[config.mk]
export PLATFORM = sky130hd
export DESIGN_NAME = bit_serial_adder_flat
export DESIGN_NICKNAME = d
export VERILOG_FILES = /design/src/rtl/bit_serial_adder_if.sv /design/src/rtl/bit_serial_adder.sv /design/src/flat_wrapper.sv
export SDC_FILE = /design/constraint.sdc
export NUM_CORES = 1
export LEC_CHECK = 0
export BUFFER_PORTS_ARGS = -buffer_cell sky130_fd_sc_hd__buf_2
export CAP_MARGIN = 5
export CELL_PAD_IN_SITES_DETAIL_PLACEMENT = 0
export CELL_PAD_IN_SITES_GLOBAL_PLACEMENT = 1
export CORE_MARGIN = 2
export CORE_UTILIZATION = 41
export CTS_BUF_LIST = sky130_fd_sc_hd__clkbuf_4
export DETAILED_ROUTE_END_ITERATION = 8
export GPL_ROUTABILITY_DRIVEN = 0
export PLACE_DENSITY = 0.89
export SYNTH_ARGS = -nofsm -noshare
export SYNTH_HDL_FRONTEND = slang
export SYNTH_SLANG_ARGS = --single-unit
[constraint.sdc]
create_clock -name clk -period 1.2 [get_ports clk]
set_input_delay 0.18 -clock clk [delete_from_list [all_inputs] [get_ports clk]]
set_output_delay 0.18 -clock clk [all_outputs]
set_load 0.05 [all_outputs]
[src/rtl/bit_serial_adder_if.sv]
// +--------------------------------------------------------------------------+
// | Module      : bit_serial_adder_if                                        |
// | Description : Operand/result handshake bundle for bit_serial_adder.      |
// |               Operand side: in_valid/in_ready with a, b (and sub).       |
// |               Result side : out_valid/out_ready with sum, cout.          |
// |               The sub signal exists only when BIT_SERIAL_ADDER_SUB_EN    |
// |               is defined.                                                |
// | Revision    : 1.0 - initial release                                      |
// +--------------------------------------------------------------------------+
`default_nettype none

interface bit_serial_adder_if #(
  parameter int WIDTH = 4
);

  logic             in_valid;
  logic             in_ready;
  logic [WIDTH-1:0] a;
  logic [WIDTH-1:0] b;
`ifdef BIT_SERIAL_ADDER_SUB_EN
  logic             sub;
`endif
  logic             out_valid;
  logic             out_ready;
  logic [WIDTH-1:0] sum;
  logic             cout;
  logic             busy;

`ifdef BIT_SERIAL_ADDER_SUB_EN
  // Producer/consumer side (drives operands, accepts results)
  modport master (
    output in_valid, a, b, sub, out_ready,
    input  in_ready, out_valid, sum, cout, busy
  );

  // Adder side
  modport slave (
    input  in_valid, a, b, sub, out_ready,
    output in_ready, out_valid, sum, cout, busy
  );
`else
  // Producer/consumer side (drives operands, accepts results)
  modport master (
    output in_valid, a, b, out_ready,
    input  in_ready, out_valid, sum, cout, busy
  );

  // Adder side
  modport slave (
    input  in_valid, a, b, out_ready,
    output in_ready, out_valid, sum, cout, busy
  );
`endif

endinterface

`default_nettype wire

[src/rtl/bit_serial_adder.sv]
// +--------------------------------------------------------------------------+
// | Module      : bit_serial_adder                                           |
// | Description : Bit-serial ripple adder. Operands are accepted in IDLE,    |
// |               one bit per clock is processed LSB-first in RUN, and the   |
// |               WIDTH-bit sum plus carry-out are held in DONE until the    |
// |               consumer takes them.                                       |
// |               Optional feature macro: BIT_SERIAL_ADDER_SUB_EN adds the   |
// |               sub input and the A-B datapath (B inverted, carry-in 1).   |
// | Revision    : 1.0 - initial release                                      |
// +--------------------------------------------------------------------------+
`default_nettype none

module bit_serial_adder #(
  parameter int WIDTH = 4
) (
  input  wire logic         clk,
  input  wire logic         rst,
  bit_serial_adder_if.slave bus
);

  // Counter only needs to index bits 0..WIDTH-1.
  localparam int                CNT_W    = (WIDTH > 2) ? $clog2(WIDTH) : 1;
  localparam logic [CNT_W-1:0]  LAST_BIT = CNT_W'(WIDTH - 1);

  generate
    if ((WIDTH < 2) || (WIDTH > 32)) begin : g_width_check
      $error("bit_serial_adder: WIDTH must be in the range 2..32");
    end
  endgenerate

  typedef enum logic [1:0] {
    IDLE = 2'd0,
    RUN  = 2'd1,
    DONE = 2'd2
  } state_t;

  state_t           state_q;
  state_t           state_d;

  // Operand shift registers: bit 0 is always the bit being processed.
  // b_q holds the effective operand B' (already inverted for subtraction).
  logic [WIDTH-1:0] a_q;
  logic [WIDTH-1:0] a_d;
  logic [WIDTH-1:0] b_q;
  logic [WIDTH-1:0] b_d;
  // Result shift register: each new bit enters at the MSB, so after WIDTH
  // shifts the first-computed bit has arrived at bit 0.
  logic [WIDTH-1:0] sum_q;
  logic [WIDTH-1:0] sum_d;
  logic             carry_q;
  logic             carry_d;
  logic [CNT_W-1:0] cnt_q;
  logic [CNT_W-1:0] cnt_d;

  logic             w_accept;
  logic             w_sub_in;
  logic             w_bit_sum;
  logic             w_bit_carry;
  logic             w_in_ready;
  logic             w_out_valid;
  logic             w_busy;

  // Subtract select: real input only when the feature is built in.
`ifdef BIT_SERIAL_ADDER_SUB_EN
  assign w_sub_in = bus.sub;
`else
  assign w_sub_in = 1'b0;
`endif

  // One full-adder slice operating on the current LSBs.
  assign w_bit_sum   = a_q[0] ^ b_q[0] ^ carry_q;
  assign w_bit_carry = (a_q[0] & b_q[0]) | (a_q[0] & carry_q) | (b_q[0] & carry_q);

  // Operands are taken only from IDLE; in_valid is ignored elsewhere.
  assign w_accept = (state_q == IDLE) && bus.in_valid;

  // Next-state and handshake decode from the registered state.
  always_comb begin
    state_d     = state_q;
    w_in_ready  = 1'b0;
    w_out_valid = 1'b0;
    w_busy      = 1'b1;
    case (state_q)
      IDLE: begin
        w_in_ready = 1'b1;
        w_busy     = 1'b0;
        if (bus.in_valid) begin
          state_d = RUN;
        end
      end
      RUN: begin
        if (cnt_q == LAST_BIT) begin
          state_d = DONE;
        end
      end
      DONE: begin
        w_out_valid = 1'b1;
        // out_ready is only looked at here.
        if (bus.out_ready) begin
          state_d = IDLE;
        end
      end
      default: begin
        state_d = IDLE;
      end
    endcase
  end

  // Datapath next values: load on accept, shift one bit per RUN cycle,
  // otherwise hold (keeps sum/cout stable through DONE).
  always_comb begin
    a_d     = a_q;
    b_d     = b_q;
    sum_d   = sum_q;
    carry_d = carry_q;
    cnt_d   = cnt_q;
    if (w_accept) begin
      a_d     = bus.a;
      b_d     = bus.b ^ {WIDTH{w_sub_in}};
      carry_d = w_sub_in;
      cnt_d   = '0;
    end else if (state_q == RUN) begin
      a_d     = a_q >> 1;
      b_d     = b_q >> 1;
      sum_d   = {w_bit_sum, sum_q[WIDTH-1:1]};
      carry_d = w_bit_carry;
      cnt_d   = cnt_q + 1'b1;
    end
  end

  // State register; reset drops any operation in flight.
  always_ff @(posedge clk or posedge rst) begin
    if (rst) begin
      state_q <= IDLE;
    end else begin
      state_q <= state_d;
    end
  end

  // Datapath registers.
  always_ff @(posedge clk or posedge rst) begin
    if (rst) begin
      a_q     <= '0;
      b_q     <= '0;
      sum_q   <= '0;
      carry_q <= 1'b0;
      cnt_q   <= '0;
    end else begin
      a_q     <= a_d;
      b_q     <= b_d;
      sum_q   <= sum_d;
      carry_q <= carry_d;
      cnt_q   <= cnt_d;
    end
  end

  assign bus.in_ready  = w_in_ready;
  assign bus.out_valid = w_out_valid;
  assign bus.busy      = w_busy;
  assign bus.sum       = sum_q;
  // After the last bit the running carry is the carry out of bit WIDTH-1.
  assign bus.cout      = carry_q;

endmodule

`default_nettype wire
[src/flat_wrapper.sv]
// flat-port wrapper written by rule: the top's interface ports become plain ports
module bit_serial_adder_flat 
#(
  parameter int WIDTH = 4
)
  (clk, rst, bus_in_valid, bus_a, bus_b, bus_out_ready, bus_in_ready, bus_out_valid, bus_sum, bus_cout, bus_busy);
  bit_serial_adder_if #(.WIDTH(WIDTH)) bus_i ();
  input  wire logic clk;
  input  wire logic rst;
  input wire logic [$bits(bus_i.in_valid)-1:0] bus_in_valid;
  input wire logic [$bits(bus_i.a)-1:0] bus_a;
  input wire logic [$bits(bus_i.b)-1:0] bus_b;
  input wire logic [$bits(bus_i.out_ready)-1:0] bus_out_ready;
  output wire logic [$bits(bus_i.in_ready)-1:0] bus_in_ready;
  output wire logic [$bits(bus_i.out_valid)-1:0] bus_out_valid;
  output wire logic [$bits(bus_i.sum)-1:0] bus_sum;
  output wire logic [$bits(bus_i.cout)-1:0] bus_cout;
  output wire logic [$bits(bus_i.busy)-1:0] bus_busy;
  assign bus_i.in_valid = bus_in_valid;
  assign bus_i.a = bus_a;
  assign bus_i.b = bus_b;
  assign bus_i.out_ready = bus_out_ready;
  assign bus_in_ready = bus_i.in_ready;
  assign bus_out_valid = bus_i.out_valid;
  assign bus_sum = bus_i.sum;
  assign bus_cout = bus_i.cout;
  assign bus_busy = bus_i.busy;
  bit_serial_adder #(.WIDTH(WIDTH)) u_core (.clk(clk), .rst(rst), .bus(bus_i));
endmodule
-- After elaboration in Yosys (flattened, before gate mapping)
Cells that the tools add are included.
- register bits after elaboration: 17
- word-level logic and storage cells: 41
- equality and inequality tests: 6
- muxes and demuxes: 15
- add/subtract/negate cells: 1
- reductions and logical operators: 5
- bitwise logic cells: 8
- operators by type and width (cell ; number):
    $mux W4 ; 4
    $mux W2 ; 5
    $pmux W2 S3 ; 1
    $mux W1 ; 5
    $eq A2 B2 Y1 const B ; 2
    $ne A2 B2 Y1 const B ; 2
    $and A1 B1 Y1 ; 3
    $reduce_and A3 Y1 ; 1
    $add A2 B1 Y2 const B ; 1
    $eq A2 B1 Y1 const B ; 1
    $logic_not A2 Y1 ; 1
    $ne A2 B1 Y1 const B ; 1
    $or A1 B1 Y1 ; 2
    $reduce_and A2 Y1 ; 1
    $reduce_bool A2 Y1 ; 1
    $xor A1 B1 Y1 ; 2
    $logic_and A1 B1 Y1 ; 1
    $not A1 Y1 ; 1

-- Longest topological paths before layout
- depth in word-level cells: 5
- depth in mapped cells: 5
- mapped depth without buffers: 3

-- Least setup slack after synthesis
Ideal clock, no wire load.
- path kind: register -> output
- start: register u_core.state_q[0]
- end: output bus_busy
- arrival: 1.640 ns
- stages on the path, launching flop included: 4
- slack: -0.620 ns
- data required time: 1.020 ns
- path buffers: 1
- cells stage by stage: dfrtp_1 -> buf_6 -> nor2_1 -> inv_1
- cells in the longest elaborated chain, start to end: 2
- ends and longest elaborated chain (what ; RTL line ; source):
    from (decl) ; bit_serial_adder.sv:37 ; state_t state_q;
    from (signal assigned) ; bit_serial_adder.sv:136 ; state_q <= state_d;
    $logic_not A2 Y1 ; bit_serial_adder.sv:83 ; case (state_q)
    $mux W1 ; bit_serial_adder.sv:83 ;
    to (decl) ; flat_wrapper.sv:18 ; output wire logic [$bits(bus_i.busy)-1:0] bus_busy;
Every way passes these cells.

-- Worst setup path in the final report
- start: register u_core.state_q[1]
- end: output bus_busy
The elaborated chain is that of the path after synthesis.

==> summary.md <==
| Metric | Value |
|---|---|
| Die height | 48.23 um |
| Syn Nets | 89 |
| Vias in the first global route | 639 |
| Max Fclk | 761.5 MHz |
| Max clock buf depth | 2 |
| Worst slew pin tran | 0.2553 ns |
| Count of final setup violators | 15 |
| Critical path launch point type | flip-flop |
| Crit path max fanout | 3 |
| Post-Syn Area | 802.0 um2 |
| Row Count | 15 |
| Crit-path cells | buf_6 > nor2_4 > inv_2 > buf_6 |
| Num CTS Buffers | 3 |
| Rel. slew slack | 0.8298 |
| DR vias | 717 |
| Failing checks | negative setup slack |
| Setup Skew | 0.002969 ns |
| Avg Inst Size Synth | 10.69 um2 |
| Reg2Reg Depth | 6 |
| Crit. End Element | output port |
| CP max stage delay | 0.44 ns |
| Clk pwr share | 0.086 |
| Detailed-route wire length | 1917 um |
| Fillers | 145 |
| Cell mode on critical path | buf_6 |
| Switching portion of total power | 0.4572 |
| Worst R2R Setup Slack | -0.10 ns |
| Crit path max-delay family | flip-flops |
| Layout area overhead | 48.83% |
| Die area | 2326 um2 |
| DR iter-0 viols | 9 |
| DRC Markers | 0 |
| Hold Slack | 0.05054 ns |
| Post-DP HPWL | 1135 um |
| WL/cell | 14.52 um |
| Fin. Hold Viols | 0 |
| Core ar. | 1783 um2 |
| Peak supply drop | 1497 uV |
| Layout Utilization | 0.6695 |
| Clk sink count | 17 |
| Sequential power share | 0.296 |
| Pwr Total | 3.920 mW |
| Root buf cell | clkbuf_4 |
| Register area share after synthesis | 0.5304 |
| CP endpoint | bus_busy |
| Setup Total Neg Slack | -0.9771 ns |
| I/O Buffers | 19 |
| Largest net degree at the start of global routing | 18 |
| Setup slack after layout | -0.1132 ns |
| Critical setup path kind | flip-flop to output port |
| Yosys warning count | 0 |
| Worst r2r dst | u_core.b_q[2] |
| Leakage Power | 0.5412 nW |
| Final Max Slew Viols | 0 |
| Hold WC Path Type | primary input to flip-flop |
| Die Wd | 48.23 um |
| Reg2Reg Launch Point | u_core.state_q[1] |
| First-pass GRT wire length | 2739 um |
| Nets | 122 |
| Worst EP arrival | 1.13 ns |
| Initial antenna violation count | 0 |
| FF+latch count, synth | 17 |
| Comb power frac | 0.618 |
| Sequential cell area | 429.2 um2 |
| Post-Syn Instances | 75 |
| Top cells by area, synth | dfrtp_1, o22ai_1, o21ai_0, buf_6, mux2_2 |
| DRT Pass-1 Iters | 4 |
| Clock slew at reported path FFs | 0.10 ns |
| Total GRT Usage | 0.1669 |
| GRT overflow | 0 |
| Crit-path slowest cell | dfrtp_2 |
| Multi-input logic area | 412.9 um2 |
| Cell Count, Final, Fillers Out | 132 |
| Status | finished, violations left |
| Min Tclk post-route | 1.313 ns |
| H-tree levels | 1 |
| P_sw | 1.792 mW |
| Clock Latency Late Sink | 0.29 ns |
| Cell count along the critical path | 4 |
| Post-DRT Antenna Nets | 0 |
| Bufs and invs on worst path | 3 |
| Int Pwr | 2.128 mW |
| I/O pins | 20 |
| Inserted Diodes | 0 |
| Area leader, netlist | dfrtp_1 |
| CP Launch Point | u_core.state_q[1] |
| Worst EP required | 1.02 ns |
| RSZ-0062 raised after global routing | true |
| Vias per inst | 5.432 |
| Layout cells sized above 1 | 0.5981 |
| CTS tree | done |
| Max-cap violations | 0 |
| Netlist cell types | 18 |
| Number of instances in the placed design | 119 |
| Crit share post-route | 1.094 |
| PwrDens | 3284 nW/um2 |
| Starting Density | 0.4498 |
| Yosys top cell area share | 0.5304 |
[state kept, by name, summed over array words and instances, names as in the netlist]
register,flops
u_core.b_q,4
u_core.bus.cout,1
u_core.a_q,4
u_core.bus.sum,4
u_core.state_q,2
u_core.cnt_q,2
[worst min-delay path by stage]
stage / start / to / slack [ns] / cells after the start
floorplan: rst / u_core.a_q[0] / 0.11 / 1
global placement: rst / u_core.bus.sum[0] / 0.20 / 3
detailed placement: rst / u_core.bus.sum[0] / 0.20 / 3
CTS: bus_out_ready / u_core.state_q[1] / 0.05 / 2
global route: bus_out_ready / u_core.state_q[1] / 0.04 / 2
finish: bus_out_ready / u_core.state_q[1] / 0.05 / 2
[cells in the final DEF, fill, tap and decap left out]
cell type,Yosys,layout
o22ai_2,0,7
nand2_1,3,3
inv_1,7,5
o22ai_4,0,2
buf_6,3,6
a21oi_1,6,4
nand3_1,1,1
mux2_2,3,3
dlygate4sd3_1,0,1
dfrtp_1,17,14
nor2b_2,1,1
clkbuf_16,0,1
inv_2,1,2
nor2_4,0,2
o21ai_0,11,7
nand2b_4,2,2
buf_4,1,7
a21oi_2,0,2
ha_1,1,1
a211oi_1,1,1
o21ai_2,0,3
nor2_2,0,1
o22ai_1,12,3
o31ai_1,1,1
o21ai_1,0,1
clkinv_4,0,1
clkbuf_4,0,4
dfrtp_2,0,3
buf_12,0,1
buf_2,0,16
fa_1,1,1
[cell usage after synthesis]
master / count
nand2_1: 3
dfrtp_1: 17
o22ai_1: 12
o21ai_0: 11
buf_4: 1
a21oi_1: 6
mux2_2: 3
ha_1: 1
fa_1: 1
a211oi_1: 1
buf_6: 3
nor2_1: 3
inv_1: 7
nor2b_2: 1
nand3_1: 1
nand2b_4: 2
o31ai_1: 1
inv_2: 1
[layout make-up]
| type | count | share of cell area |
|---|---|---|
| tap | 25 | 0.02621 |
| inverter | 8 | 0.02935 |
| timing repair buffer | 32 | 0.2138 |
| multi-input combinational | 46 | 0.3459 |
| sequential | 17 | 0.3595 |
| clock buffer | 4 | 0.02516 |
[layer usage]
layer	routed length (um)	GRT usage
met1	851	0.2390
met2	920	0.2579
met3	130	0.02593
met4	15	0.05405
met5	0	0
[kinds of logic (layout without fill, tap and decap cells)]
kind of cell,after synthesis,after routing,synth area share
AOI/OAI and AO/OA,31,31,0.2184
muxes,3,3,0.04212
buffers and inverters,12,44,0.08893
DFF,17,17,0.5304
and+or+nand+nor,10,10,0.07956
adders and majority gates,2,2,0.04056
[power by group through the flow]
stage,clock network [mW],registers (mW),logic (mW)
2_1_floorplan,0,1.31,1.09
3_3_place_gp,0,1.10,1.63
3_5_place_dp,0,1.11,1.67
4_1_cts,0.345,1.10,1.80
5_1_grt,0.372,1.19,2.62
6_report,0.336,1.16,2.42
[stage by stage]
step	cell area, um2	setup WS [ns]
global placement	940.9	0.07103
floorplan	813.3	-0.06554
finish	1194	-0.1132
global route	1194	-0.1800
CTS	1022	-0.1197
detailed placement	940.9	0.04538
[what timing repair did]
action / 4_1_cts / 5_1_grt
setup endpoints to repair: 3 / 15
hold buffers: 1 / 0
buffers inserted: 2 / 5
hold endpoints to repair: 17 / 0
pin swaps: 0 / 8
gates resized for setup: 9 / 26
gates cloned: 0 / 1
No activity file was read; power rests on OpenSTA's default activity.
